### config.mk
export PLATFORM = sky130hd
export DESIGN_NAME = seven_seg_scan_driver_flat
export DESIGN_NICKNAME = d
export VERILOG_FILES = /design/src/rtl/seven_seg_scan_driver_pkg.sv /design/src/rtl/seven_seg_scan_driver_if.sv /design/src/rtl/seven_seg_scan_driver_seg_hex_decode.sv /design/src/rtl/seven_seg_scan_driver.sv /design/src/flat_wrapper.sv
export SDC_FILE = /design/constraint.sdc
export NUM_CORES = 1
export LEC_CHECK = 0
export ABC_AREA = 1
export CAP_MARGIN = 20
export CORE_MARGIN = 2
export CORE_UTILIZATION = 50
export DETAILED_ROUTE_END_ITERATION = 10
export PLACE_DENSITY = 0.81
export SLEW_MARGIN = 20
export SYNTH_ARGS = -nofsm -noshare
export SYNTH_HDL_FRONTEND = slang
export SYNTH_HIERARCHICAL = 1
export SYNTH_SLANG_ARGS = --single-unit
### constraint.sdc
create_clock -name clk -period 6.2 [get_ports clk]
set_input_delay 1.55 -clock clk [delete_from_list [all_inputs] [get_ports clk]]
set_output_delay 1.55 -clock clk [all_outputs]
set_load 0.1 [all_outputs]
### src/rtl/seven_seg_scan_driver_pkg.sv
// Shared types and segment tables for the seven-segment scan driver.
// Patterns are active-high with segment a in the MSB: {a,b,c,d,e,f,g}.
package seven_seg_pkg;

  typedef logic [3:0] nibble_t;
  typedef logic [6:0] seg_t;

  // All segments dark (active-high form).
  localparam seg_t SEG_BLANK = 7'h00;

  // Hex glyphs 0..F: 0 1 2 3 4 5 6 7 8 9 A b C d E F.
  localparam seg_t SEG_HEX [16] = '{
    7'h7E, 7'h30, 7'h6D, 7'h79,
    7'h33, 7'h5B, 7'h5F, 7'h70,
    7'h7F, 7'h7B, 7'h77, 7'h1F,
    7'h4E, 7'h3D, 7'h4F, 7'h47
  };

  // Width of a counter that must hold values 0..n-1 (never zero bits wide).
  function automatic int cnt_width(input int n);
    return (n > 1) ? $clog2(n) : 1;
  endfunction

endpackage

### src/rtl/seven_seg_scan_driver_if.sv
// Bundle of the driver's data inputs and pin outputs.
// Handshake: load is a single-cycle strobe with no ready; it is always
// accepted on the rising edge where it is high, and the data fields are
// sampled on that same edge. The display-side outputs are free-running.
interface seven_seg_scan_driver_if
  import seven_seg_pkg::*;
#(
  parameter int DIGITS = 3
);

  localparam int IDX_W = cnt_width(DIGITS);

  logic [4*DIGITS-1:0] digits_in;
  logic [DIGITS-1:0]   dots_in;
  logic [DIGITS-1:0]   blank_in;
  logic                lz_blank;
  logic                load;

  logic [DIGITS-1:0]   en_n;
  logic [6:0]          seg_n;
  logic                dp_n;
  logic                frame_done;
  logic [IDX_W-1:0]    dbg_idx;

  // Producer side: datapath block that feeds values to the display.
  modport master (
    output digits_in, dots_in, blank_in, lz_blank, load,
    input  en_n, seg_n, dp_n, frame_done, dbg_idx
  );

  // Driver side.
  modport slave (
    input  digits_in, dots_in, blank_in, lz_blank, load,
    output en_n, seg_n, dp_n, frame_done, dbg_idx
  );

endinterface

### src/rtl/seven_seg_scan_driver_seg_hex_decode.sv
// Combinational nibble to active-high seven-segment glyph.
module seg_hex_decode
  import seven_seg_pkg::*;
(
  input  nibble_t nib_i,
  output seg_t    seg_o
);

  // Table lookup of the hex glyph.
  always_comb seg_o = SEG_HEX[nib_i];

endmodule

### src/rtl/seven_seg_scan_driver.sv
// Time-multiplexed common-anode seven-segment driver.
// A prescaler defines digit slots; each slot starts with DEAD cycles of all
// enables off. Loaded values sit in a pending register and are promoted to
// the active register only when the scan wraps, so a frame never tears.
module seven_seg_scan_driver
  import seven_seg_pkg::*;
#(
  parameter int DIGITS      = 3,
  parameter int REFRESH_DIV = 4000,
  parameter int DEAD        = 2
)(
  input  logic                   clk,
  input  logic                   rst_n,
  seven_seg_scan_driver_if.slave bus
);

  localparam int CNT_W = cnt_width(REFRESH_DIV);
  localparam int IDX_W = cnt_width(DIGITS);
  localparam logic [CNT_W-1:0] CNT_MAX  = CNT_W'(REFRESH_DIV - 1);
  localparam logic [CNT_W-1:0] CNT_DEAD = CNT_W'(DEAD);
  localparam logic [IDX_W-1:0] IDX_MAX  = IDX_W'(DIGITS - 1);

  // Scan timing
  logic [CNT_W-1:0] cnt_q, cnt_d;
  logic [IDX_W-1:0] idx_q, idx_d;
  logic             tick;
  logic             wrap;

  // Shadow (pending) and active display registers
  logic [4*DIGITS-1:0] pend_dig_q, pend_dig_d;
  logic [DIGITS-1:0]   pend_dot_q, pend_dot_d;
  logic [DIGITS-1:0]   pend_blk_q, pend_blk_d;
  logic                pend_v_q,   pend_v_d;
  logic [4*DIGITS-1:0] act_dig_q,  act_dig_d;
  logic [DIGITS-1:0]   act_dot_q,  act_dot_d;
  logic [DIGITS-1:0]   act_blk_q,  act_blk_d;

  // Current-digit selection
  nibble_t           cur_nib;
  logic              cur_dot;
  logic              cur_blk;
  logic              cur_lz;
  logic [DIGITS-1:0] lz_mask;
  logic              above_zero;
  seg_t              cur_pat;

  // Output registers
  logic [DIGITS-1:0] en_n_q, en_n_d;
  logic [6:0]        seg_n_q, seg_n_d;
  logic              dp_n_q, dp_n_d;
  logic              fd_q, fd_d;

  // Prescaler and digit index: tick ends a slot, wrap ends a frame.
  always_comb begin
    tick  = (cnt_q == CNT_MAX);
    wrap  = tick && (idx_q == IDX_MAX);
    cnt_d = tick ? '0 : cnt_q + CNT_W'(1);
    idx_d = idx_q;
    if (tick) idx_d = wrap ? '0 : idx_q + IDX_W'(1);
  end

  // Shadow update: loads go to pending; the wrap promotes pending to active,
  // and a load coinciding with the wrap goes straight to active.
  always_comb begin
    pend_dig_d = pend_dig_q;
    pend_dot_d = pend_dot_q;
    pend_blk_d = pend_blk_q;
    pend_v_d   = pend_v_q;
    act_dig_d  = act_dig_q;
    act_dot_d  = act_dot_q;
    act_blk_d  = act_blk_q;
    if (bus.load) begin
      pend_dig_d = bus.digits_in;
      pend_dot_d = bus.dots_in;
      pend_blk_d = bus.blank_in;
      pend_v_d   = 1'b1;
    end
    if (wrap) begin
      pend_v_d = 1'b0;
      if (bus.load) begin
        act_dig_d = bus.digits_in;
        act_dot_d = bus.dots_in;
        act_blk_d = bus.blank_in;
      end else if (pend_v_q) begin
        act_dig_d = pend_dig_q;
        act_dot_d = pend_dot_q;
        act_blk_d = pend_blk_q;
      end
    end
  end

  // Leading-zero mask: a digit qualifies when it and every more-significant
  // digit are zero; digit 0 never qualifies.
  always_comb begin
    above_zero = 1'b1;
    lz_mask    = '0;
    for (int i = DIGITS - 1; i >= 0; i--) begin
      above_zero = above_zero && (act_dig_q[4*i +: 4] == 4'h0);
      lz_mask[i] = above_zero && (i != 0);
    end
  end

  // Pick the active-register fields of the digit being scanned.
  always_comb begin
    cur_nib = '0;
    cur_dot = 1'b0;
    cur_blk = 1'b0;
    cur_lz  = 1'b0;
    for (int i = 0; i < DIGITS; i++) begin
      if (int'(idx_q) == i) begin
        cur_nib = act_dig_q[4*i +: 4];
        cur_dot = act_dot_q[i];
        cur_blk = act_blk_q[i];
        cur_lz  = lz_mask[i];
      end
    end
  end

  seg_hex_decode u_dec (
    .nib_i (cur_nib),
    .seg_o (cur_pat)
  );

  // Next pin values. Segments and dot are refreshed only in the first cycle
  // of a slot, so they settle while every enable is still off.
  always_comb begin
    en_n_d = '1;
    if (cnt_q >= CNT_DEAD) begin
      for (int i = 0; i < DIGITS; i++) begin
        if (int'(idx_q) == i) en_n_d[i] = 1'b0;
      end
    end
    fd_d    = wrap;
    seg_n_d = seg_n_q;
    dp_n_d  = dp_n_q;
    if (cnt_q == '0) begin
      seg_n_d = ~((cur_blk || (bus.lz_blank && cur_lz)) ? SEG_BLANK : cur_pat);
      dp_n_d  = ~(cur_dot && !cur_blk);
    end
  end

  // State and output registers; reset darkens the pins immediately.
  always_ff @(posedge clk or negedge rst_n) begin
    if (!rst_n) begin
      cnt_q      <= '0;
      idx_q      <= '0;
      pend_dig_q <= '0;
      pend_dot_q <= '0;
      pend_blk_q <= '0;
      pend_v_q   <= 1'b0;
      act_dig_q  <= '0;
      act_dot_q  <= '0;
      act_blk_q  <= '0;
      en_n_q     <= '1;
      seg_n_q    <= 7'h7F;
      dp_n_q     <= 1'b1;
      fd_q       <= 1'b0;
    end else begin
      cnt_q      <= cnt_d;
      idx_q      <= idx_d;
      pend_dig_q <= pend_dig_d;
      pend_dot_q <= pend_dot_d;
      pend_blk_q <= pend_blk_d;
      pend_v_q   <= pend_v_d;
      act_dig_q  <= act_dig_d;
      act_dot_q  <= act_dot_d;
      act_blk_q  <= act_blk_d;
      en_n_q     <= en_n_d;
      seg_n_q    <= seg_n_d;
      dp_n_q     <= dp_n_d;
      fd_q       <= fd_d;
    end
  end

  assign bus.en_n       = en_n_q;
  assign bus.seg_n      = seg_n_q;
  assign bus.dp_n       = dp_n_q;
  assign bus.frame_done = fd_q;
  assign bus.dbg_idx    = idx_q;

endmodule

### src/flat_wrapper.sv
// flat-port wrapper written by rule: the top's interface ports become plain ports
module seven_seg_scan_driver_flat import seven_seg_pkg::*;
#(
  parameter int DIGITS      = 3,
  parameter int REFRESH_DIV = 4000,
  parameter int DEAD        = 2
)
  (clk, rst_n, bus_digits_in, bus_dots_in, bus_blank_in, bus_lz_blank, bus_load, bus_en_n, bus_seg_n, bus_dp_n, bus_frame_done, bus_dbg_idx);
  seven_seg_scan_driver_if #(.DIGITS(DIGITS)) bus_i ();
  input  logic clk;
  input  logic rst_n;
  input wire logic [$bits(bus_i.digits_in)-1:0] bus_digits_in;
  input wire logic [$bits(bus_i.dots_in)-1:0] bus_dots_in;
  input wire logic [$bits(bus_i.blank_in)-1:0] bus_blank_in;
  input wire logic [$bits(bus_i.lz_blank)-1:0] bus_lz_blank;
  input wire logic [$bits(bus_i.load)-1:0] bus_load;
  output wire logic [$bits(bus_i.en_n)-1:0] bus_en_n;
  output wire logic [$bits(bus_i.seg_n)-1:0] bus_seg_n;
  output wire logic [$bits(bus_i.dp_n)-1:0] bus_dp_n;
  output wire logic [$bits(bus_i.frame_done)-1:0] bus_frame_done;
  output wire logic [$bits(bus_i.dbg_idx)-1:0] bus_dbg_idx;
  assign bus_i.digits_in = bus_digits_in;
  assign bus_i.dots_in = bus_dots_in;
  assign bus_i.blank_in = bus_blank_in;
  assign bus_i.lz_blank = bus_lz_blank;
  assign bus_i.load = bus_load;
  assign bus_en_n = bus_i.en_n;
  assign bus_seg_n = bus_i.seg_n;
  assign bus_dp_n = bus_i.dp_n;
  assign bus_frame_done = bus_i.frame_done;
  assign bus_dbg_idx = bus_i.dbg_idx;
  seven_seg_scan_driver #(.DIGITS(DIGITS), .REFRESH_DIV(REFRESH_DIV), .DEAD(DEAD)) u_core (.clk(clk), .rst_n(rst_n), .bus(bus_i));
endmodule
# [Yosys cells after proc, flatten, opt, wreduce, memory -nomap -nowiden]
# Memory sizes are Yosys's and may differ from the RTL's.
# Cells that the tools add are included.
[word_totals] reg_bits=63 rom_bits=112 inputBits=22 word_cells=66 mem_count=1
[mem_list] memory="(no name shown)" words=16 word_bits=7 rd=1 rd_ports_with_merged_regs=0 write_ports=0 line="seven_seg_scan_driver_seg_hex_decode.sv:10" rtl="always_comb seg_o = SEG_HEX[nib_i];"
[classes] n_addsub=2 magnitude_cmp=2 n_eq_ne=4 muxes=28 bitwise_logic=3 n_reduce_logical=13
[ops] cell="12-bit two-way mux" n=3
[ops] cell="7-bit two-way mux" n=3
[ops] cell="3-bit two-way mux" n=5
[ops] cell="1-bit two-way mux" n=13
[ops] cell="12-bit by 1-bit adder with 12-bit output, second input constant" n=1
[ops] cell="12-bit equality test, second input constant" n=1
[ops] cell="12-bit by 2-bit >= comparator with 1-bit output, second input constant" n=1
[ops] cell="12-bit logical NOT" n=1
[ops] cell="4-bit two-way mux" n=3
[ops] cell="4-bit logical NOT" n=2
[ops] cell="7-bit NOT" n=1
[ops] cell="2-bit equality test, second input constant" n=3
[ops] cell="5-bit >= comparator, second input constant" n=1
[ops] cell="4-bit NOT with 5-bit output" n=1
[ops] cell="1-bit logical AND" n=4
[ops] cell="2-bit nonzero test" n=2
[ops] cell="2-bit by 1-bit adder with 2-bit output, second input constant" n=1
[ops] cell="2-bit logical NOT" n=1
[ops] cell="2-bit two-way mux" n=1
[ops] cell="2-bit AND reduction" n=1
[ops] cell="1-bit logical NOT" n=1
[ops] cell="1-bit logical OR" n=1
[ops] cell="1-bit NOT" n=1

# [Logic depth before layout (Yosys ltp)]
[depth] depth_word=10 depth_mapped=14 ltp_nobuf=14

# [By module]
# Netlist, hierarchy kept.
[by_module_without_submodules] mod="seven_seg_scan_driver" instances=1 cells_each=346 area_each_um2=2844.0 seq_area_each_um2=1590.3
[by_module_without_submodules] mod="seg_hex_decode" instances=1 cells_each=52 area_each_um2=270.3 seq_area_each_um2=0.0

# [Worst setup path before layout]
# No wires, ideal clock.
[synth_timing] kind="register -> register" from="reg u_core.idx_q[1] (netlist: u_core/bus.dbg_idx[1])" to="reg u_core.seg_n_q[3] (netlist: u_core/bus.seg_n[3])" setup_ns=0.077 t_arrival_ns=2.629 required_ns=6.123 slack_ns=3.494 stages_incl_launch_ff=12 n_path_buf=0 cell_sequence="dfrtp_1 > nand2_1 > o211ai_1 > inv_1 > ha_1 > nand2_1 > o21ai_0 > nand2_1 > nand2_1 > nand3_1 > nand2_1 > nand2_1"
[synth_between] elab_chain_len=10 word_cells_on_any_way=19 classes_between="2 x eq/ne; 11 x mux; 2 x bitwise; 3 x reduce/logical; 1 x memory"
[synth_lines] item="from (decl)" line="seven_seg_scan_driver.sv:25" rtl="logic [IDX_W-1:0] idx_q, idx_d;"
[synth_lines] item="from (signal assigned)" line="seven_seg_scan_driver.sv:160" rtl="idx_q <= idx_d;"
[synth_lines] item="2-bit logical NOT" line="seven_seg_scan_driver.sv:110" rtl="if (int'(idx_q) == i) begin"
[synth_lines] item="4-bit two-way mux (2 in series)" line="seven_seg_scan_driver.sv:110"
[synth_lines] item="4-bit two-way mux (*)" line="seven_seg_scan_driver.sv:110"
[synth_lines] item="named net u_core.cur_nib[1]" line="seven_seg_scan_driver.sv:39" rtl="nibble_t cur_nib;"
[synth_lines] item="4-bit NOT with 5-bit output (implied by the code) (*)" line="seven_seg_scan_driver_seg_hex_decode.sv:10"
[synth_lines] item="memory 16 x 7 bit (*)"
[synth_lines] item="7-bit two-way mux (implied by the code) (*) (2 in series)" line="seven_seg_scan_driver_seg_hex_decode.sv:10"
[synth_lines] item="named net u_core.cur_pat[3]" line="seven_seg_scan_driver.sv:45" rtl="seg_t cur_pat;"
[synth_lines] item="7-bit two-way mux (*)" line="seven_seg_scan_driver.sv:137" rtl="seg_n_d = ~((cur_blk || (bus.lz_blank && cur_lz)) ? SEG_BLANK : cur_pat);"
[synth_lines] item="7-bit NOT (*)" line="seven_seg_scan_driver.sv:137"
[synth_lines] item="to (signal assigned)" line="seven_seg_scan_driver.sv:169" rtl="seg_n_q <= seg_n_d;"
[synth_lines] item="to (decl)" line="seven_seg_scan_driver.sv:49" rtl="logic [6:0] seg_n_q, seg_n_d;"
# Mark *: on every way through the listed nets, which the timed path passes. The rest lies on a longest branch. The select of a mux whose other input is x is not followed.
# A chain may end at the register's enable or synchronous reset.

# [Worst setup path after layout]
[layout_timing] from="reg u_core.dp_n_q (netlist: u_core/bus.dp_n)" to="out bus_dp_n"
[layout_lines] item="from (decl)" line="seven_seg_scan_driver.sv:50" rtl="logic dp_n_q, dp_n_d;"
[layout_lines] item="from (signal assigned)" line="seven_seg_scan_driver.sv:170" rtl="dp_n_q <= dp_n_d;"
[layout_lines] item="to (decl)" line="flat_wrapper.sv:19" rtl="output wire logic [$bits(bus_i.dp_n)-1:0] bus_dp_n;"
# No word-level cell between the ends.

==> summary.md <==
| Metric | Value |
|---|---|
| Antenna-violating nets left | 0 |
| Async S/R FF share, synth | 100% |
| Routed WL | 6.19 mm |
| Seq pwr share | about 46% |
| Clock buffer depth | 2 |
| CP max stage delay | roughly 1.1 ns |
| Outcome | finished, final reports clean |
| Vias in the first global route | between 2000 and 3000 |
| Setup_tns | 0 ns |
| Avg WL per Cell | 12.0 microns |
| Sequential cell area fraction in the yosys report | 51.1% |
| Placed Cells | 502 |
| R2r setup slk | 3.85 ns |
| Final worst-path cycle share | 57.4% |
| Power Dens Cells | 257 nW/um^2 |
| Nets@finish | 470 |
| Switching pwr | 253 uW |
| Final Hold Vio Count | 0 |
| Int Pwr | 709 uW |
| Final estimated routing congestion in global placement | between 0.8 and 0.9 |
| Critical path buffers and inverters | 1 |
| Critical path class | register to output port |
| Htree depth | 3 |
| # diodes | 0 |
| Post-synthesis mux area share | 0% |
| Post-synth top area cell | dfrtp_1 |
| Fin crit period | 3.56 ns |
| GRT overflow | 0 |
| Max-Slew Margin vs Limit | 35.6% |
| 1st-pass router iterations | 4 |
| Clk network pwr share | 42.3% |
| Crit path cell chain | clkdlybuf4s50_1 |
| Post-CTS Setup Bufs | 0 |
| Power, Total | 962 uW |
| CTS root buf | clkbuf_8 |
| Max Clock Freq | 281 MHz |
| Die Wd | roughly 83 microns |
| DP Area | 3510 sq um |
| Mapped Nets | between 400 and 500 |
| Post-synthesis compound-gate area fraction | 2.09% |
| Yosys top cell area share | 41.8% |
| R2R depth | 13 |
| Crit path capture type | output port |
| Synthesis Warnings | 6 |
| Post-route DRC violation count | 0 |
| CP Max Fanout | 2 |
| Min Hold Slack | 0.472 ns |
| Simple-gate share of the synthesized area | ~36% |
| Final std cells w/o fill | 518 |
| # rows | 28 |
| Slowest CP cell | clkdlybuf4s50_1 |
| Cell Area, Synth | 3110 sq um |
| Final Max Slew Viols | 0 |
| Clock Latency Late Sink | around 0.35 ns |
| CTS Buf Count | 9 |
| Worst hold start | u_core/bus.seg_n[1] |
| Post-synth top flop | dfrtp_1 |
| Worst r2r src | u_core/bus.dbg_idx[0] |
| Fill count | 537 |
| Worst setup SP type | register |
| Instance count on the critical path | 1 |
| Cell count after synthesis | 398 |
| Growth of design area from synthesis to finish | 20.1% |
| Worst VDD drop | 0.000191 V |
| DRT iter0 DRCs | 92 |
| Adder-Cell Fraction of Synth Area | 4.02% |
| Layout cell share with drive strength beyond 1 | 9.03% |
| Top delay family on crit path | buffers and inverters |
| Sink Count | between 60 and 70 |
| Largest family of logic cells by synthesized area | simple AND/OR/NAND/NOR gates |
| Switch share | 26.3% |
| Syn_area_per_cell | 7.82 sq um |
| Layout Cell Area excl Fill | 3740 sq um |
| Worst clock skew | between 0.01 and 0.015 ns |
| Clock slew at reported path FFs | 0.08 ns |
| CTS tree | built |
| Min-Delay Path Class | register to register |
| Post-CTS sizing | 0 |
| Detailed Place HPWL | 4.32 mm |
| DR vias | 2586 |
| Vias per cell | 4.99 |
| Data required time at the worst endpoint | 4.65 ns |
| Pleak | 1.90 nW |
| Core footprint | 5960 sq um |
| Slew @ Worst Pin | 0.964 ns |
| Initial core utilization | 52.3% |
| Seq cells post-synth | 63 |
| Hold path cells | 2 |
| Gate power share | around an eighth |
| Die area | 6880 sq um |
| Hold Crit Endpoint | u_core/bus.seg_n[1] |
| Global-route wire length before repair | 11.0 mm |
| FF-to-FF End | u_core/bus.seg_n[3] |
| Die height | ~83 microns |
| Port Buffers | 35 |
| Yosys cell types | 28 |
| Initial antenna violation count | 0 |
| Boundary pin count | 36 |
| Overall Global Routing Usage | 19.8% |
| Largest net degree at the start of global routing | 64 |
| Count of final setup violators | 0 |
| Largest cells by area after synthesis | dfrtp_1 42%, nand2_1 24%, dfstp_2 9.3% |
| CTS Hold Bufs | 0 |
| Post-synth EDFFs | 0 |
| Arrival @ worst endpoint | 2.01 ns |
| Unrepaired setup endpoints after global routing | false |
| MaxCap Viol Count | 0 |
| XOR/XNOR Fraction of Synth Area | 0.844% |
-- metrics by stage --
stage / worst slack [ns] / util [%]
after floorplan: 3.49 / -
after global placement: 2.63 / 58.9
after detailed placement: 2.55 / 58.9
after CTS: 2.62 / 62.8
after global routing: 2.59 / 62.8
final: 2.64 / 62.8
-- synth_stat cells, types with 2 or more instances --
master      n
nand3_1    19
nand4_1     7
nand2_2     3
nand3b_1    2
buf_4       2
nand2_1   201
xor2_1      2
nor2_1     27
buf_6       2
dfrtp_1    52
dfstp_2    11
o211ai_1    4
inv_1      31
o21ai_0     6
nor2_4      3
inv_2       2
ha_1       10
nor3_1      4
-- flip-flops by register name, indices dropped and copies added, names as in the netlist --
register               cells
u_core/bus.dp_n            1
u_core/cnt_q              12
u_core/bus.frame_done      1
u_core/act_dig_q          12
u_core/bus.en_n            3
u_core/pend_v_q            1
u_core/pend_dot_q          3
u_core/bus.seg_n           7
u_core/pend_dig_q         12
u_core/act_blk_q           3
u_core/bus.dbg_idx         2
u_core/act_dot_q           3
u_core/pend_blk_q          3
-- cell type report --
class | count | area [sq um] | area share [%]
well taps | 75 | 93.8 | 2.51
repair buffers | 36 | 353 | 9.43
multi-input cells | 294 | 1350 | 36.0
inverters | 34 | 128 | 3.41
clock inverters | 6 | 92.6 | 2.47
flip-flops and latches | 63 | 1590 | 42.5
clock buffers | 10 | 138 | 3.68
-- worst min-delay path: cells and delay by family, from the launching register on --
family / cells / cell delay [ns]
flops: 1 / 0.37
simple gates: 2 / 0.11
-- power groups by stage --
stage	combinational, mW	sequential (mW)	clock, mW
after floorplan	0.0379	0.486	0
after global placement	0.111	0.450	0
after detailed placement	0.113	0.450	0
after CTS	0.114	0.443	0.416
after global routing	0.125	0.445	0.436
final	0.112	0.443	0.407
-- layout by cell type (no fill, tap or decap), types with 2 or more instances in the layout --
cell	n
clkinvlp_4	2
dfrtp_1	52
xor2_1	2
inv_2	2
bufinv_16	2
nor2_1	27
nor2_4	3
nand2_2	3
nand4_1	7
nand2_1	201
o21ai_0	6
ha_1	10
dfstp_2	11
nor3_1	4
nand3_1	19
nand3b_1	2
o211ai_1	4
clkbuf_8	10
clkdlybuf4s50_1	34
inv_1	31
-- cells by family after synthesis --
| group | Yosys count |
|---|---|
| XOR/XNOR | 3 |
| buffers and inverters | 41 |
| adder cells (fa/ha/maj) | 10 |
| flip-flops | 63 |
| AND/OR/NAND/NOR | 270 |
| AO/OA/AOI/OAI | 11 |
-- worst max-delay path by stage --
| stage | start | to | slack (ns) |
|---|---|---|---|
| 6_report | u_core/bus.dp_n | bus_dp_n | 2.64 |
| 5_1_grt | u_core/bus.dp_n | bus_dp_n | 2.59 |
| 4_1_cts | u_core/bus.dp_n | bus_dp_n | 2.62 |
| 3_5_place_dp | bus_load | u_core/act_dig_q[11] | 2.55 |
| 3_3_place_gp | bus_load | u_core/act_dig_q[11] | 2.63 |
| 2_1_floorplan | u_core/bus.dbg_idx[1] | u_core/bus.seg_n[3] | 3.49 |
-- per-layer routing --
layer / vias to the layer above / part of all wire, % / GRT usage (%)
li1: 1308 / - / -
met5: - / 0 / 0
met2: 65 / 48 / 31.7
met4: 0 / 0.77 / 8.05
met3: 4 / 4.8 / 5.96
met1: 1209 / 47 / 25.2
(Power assumes the default switching activity.)
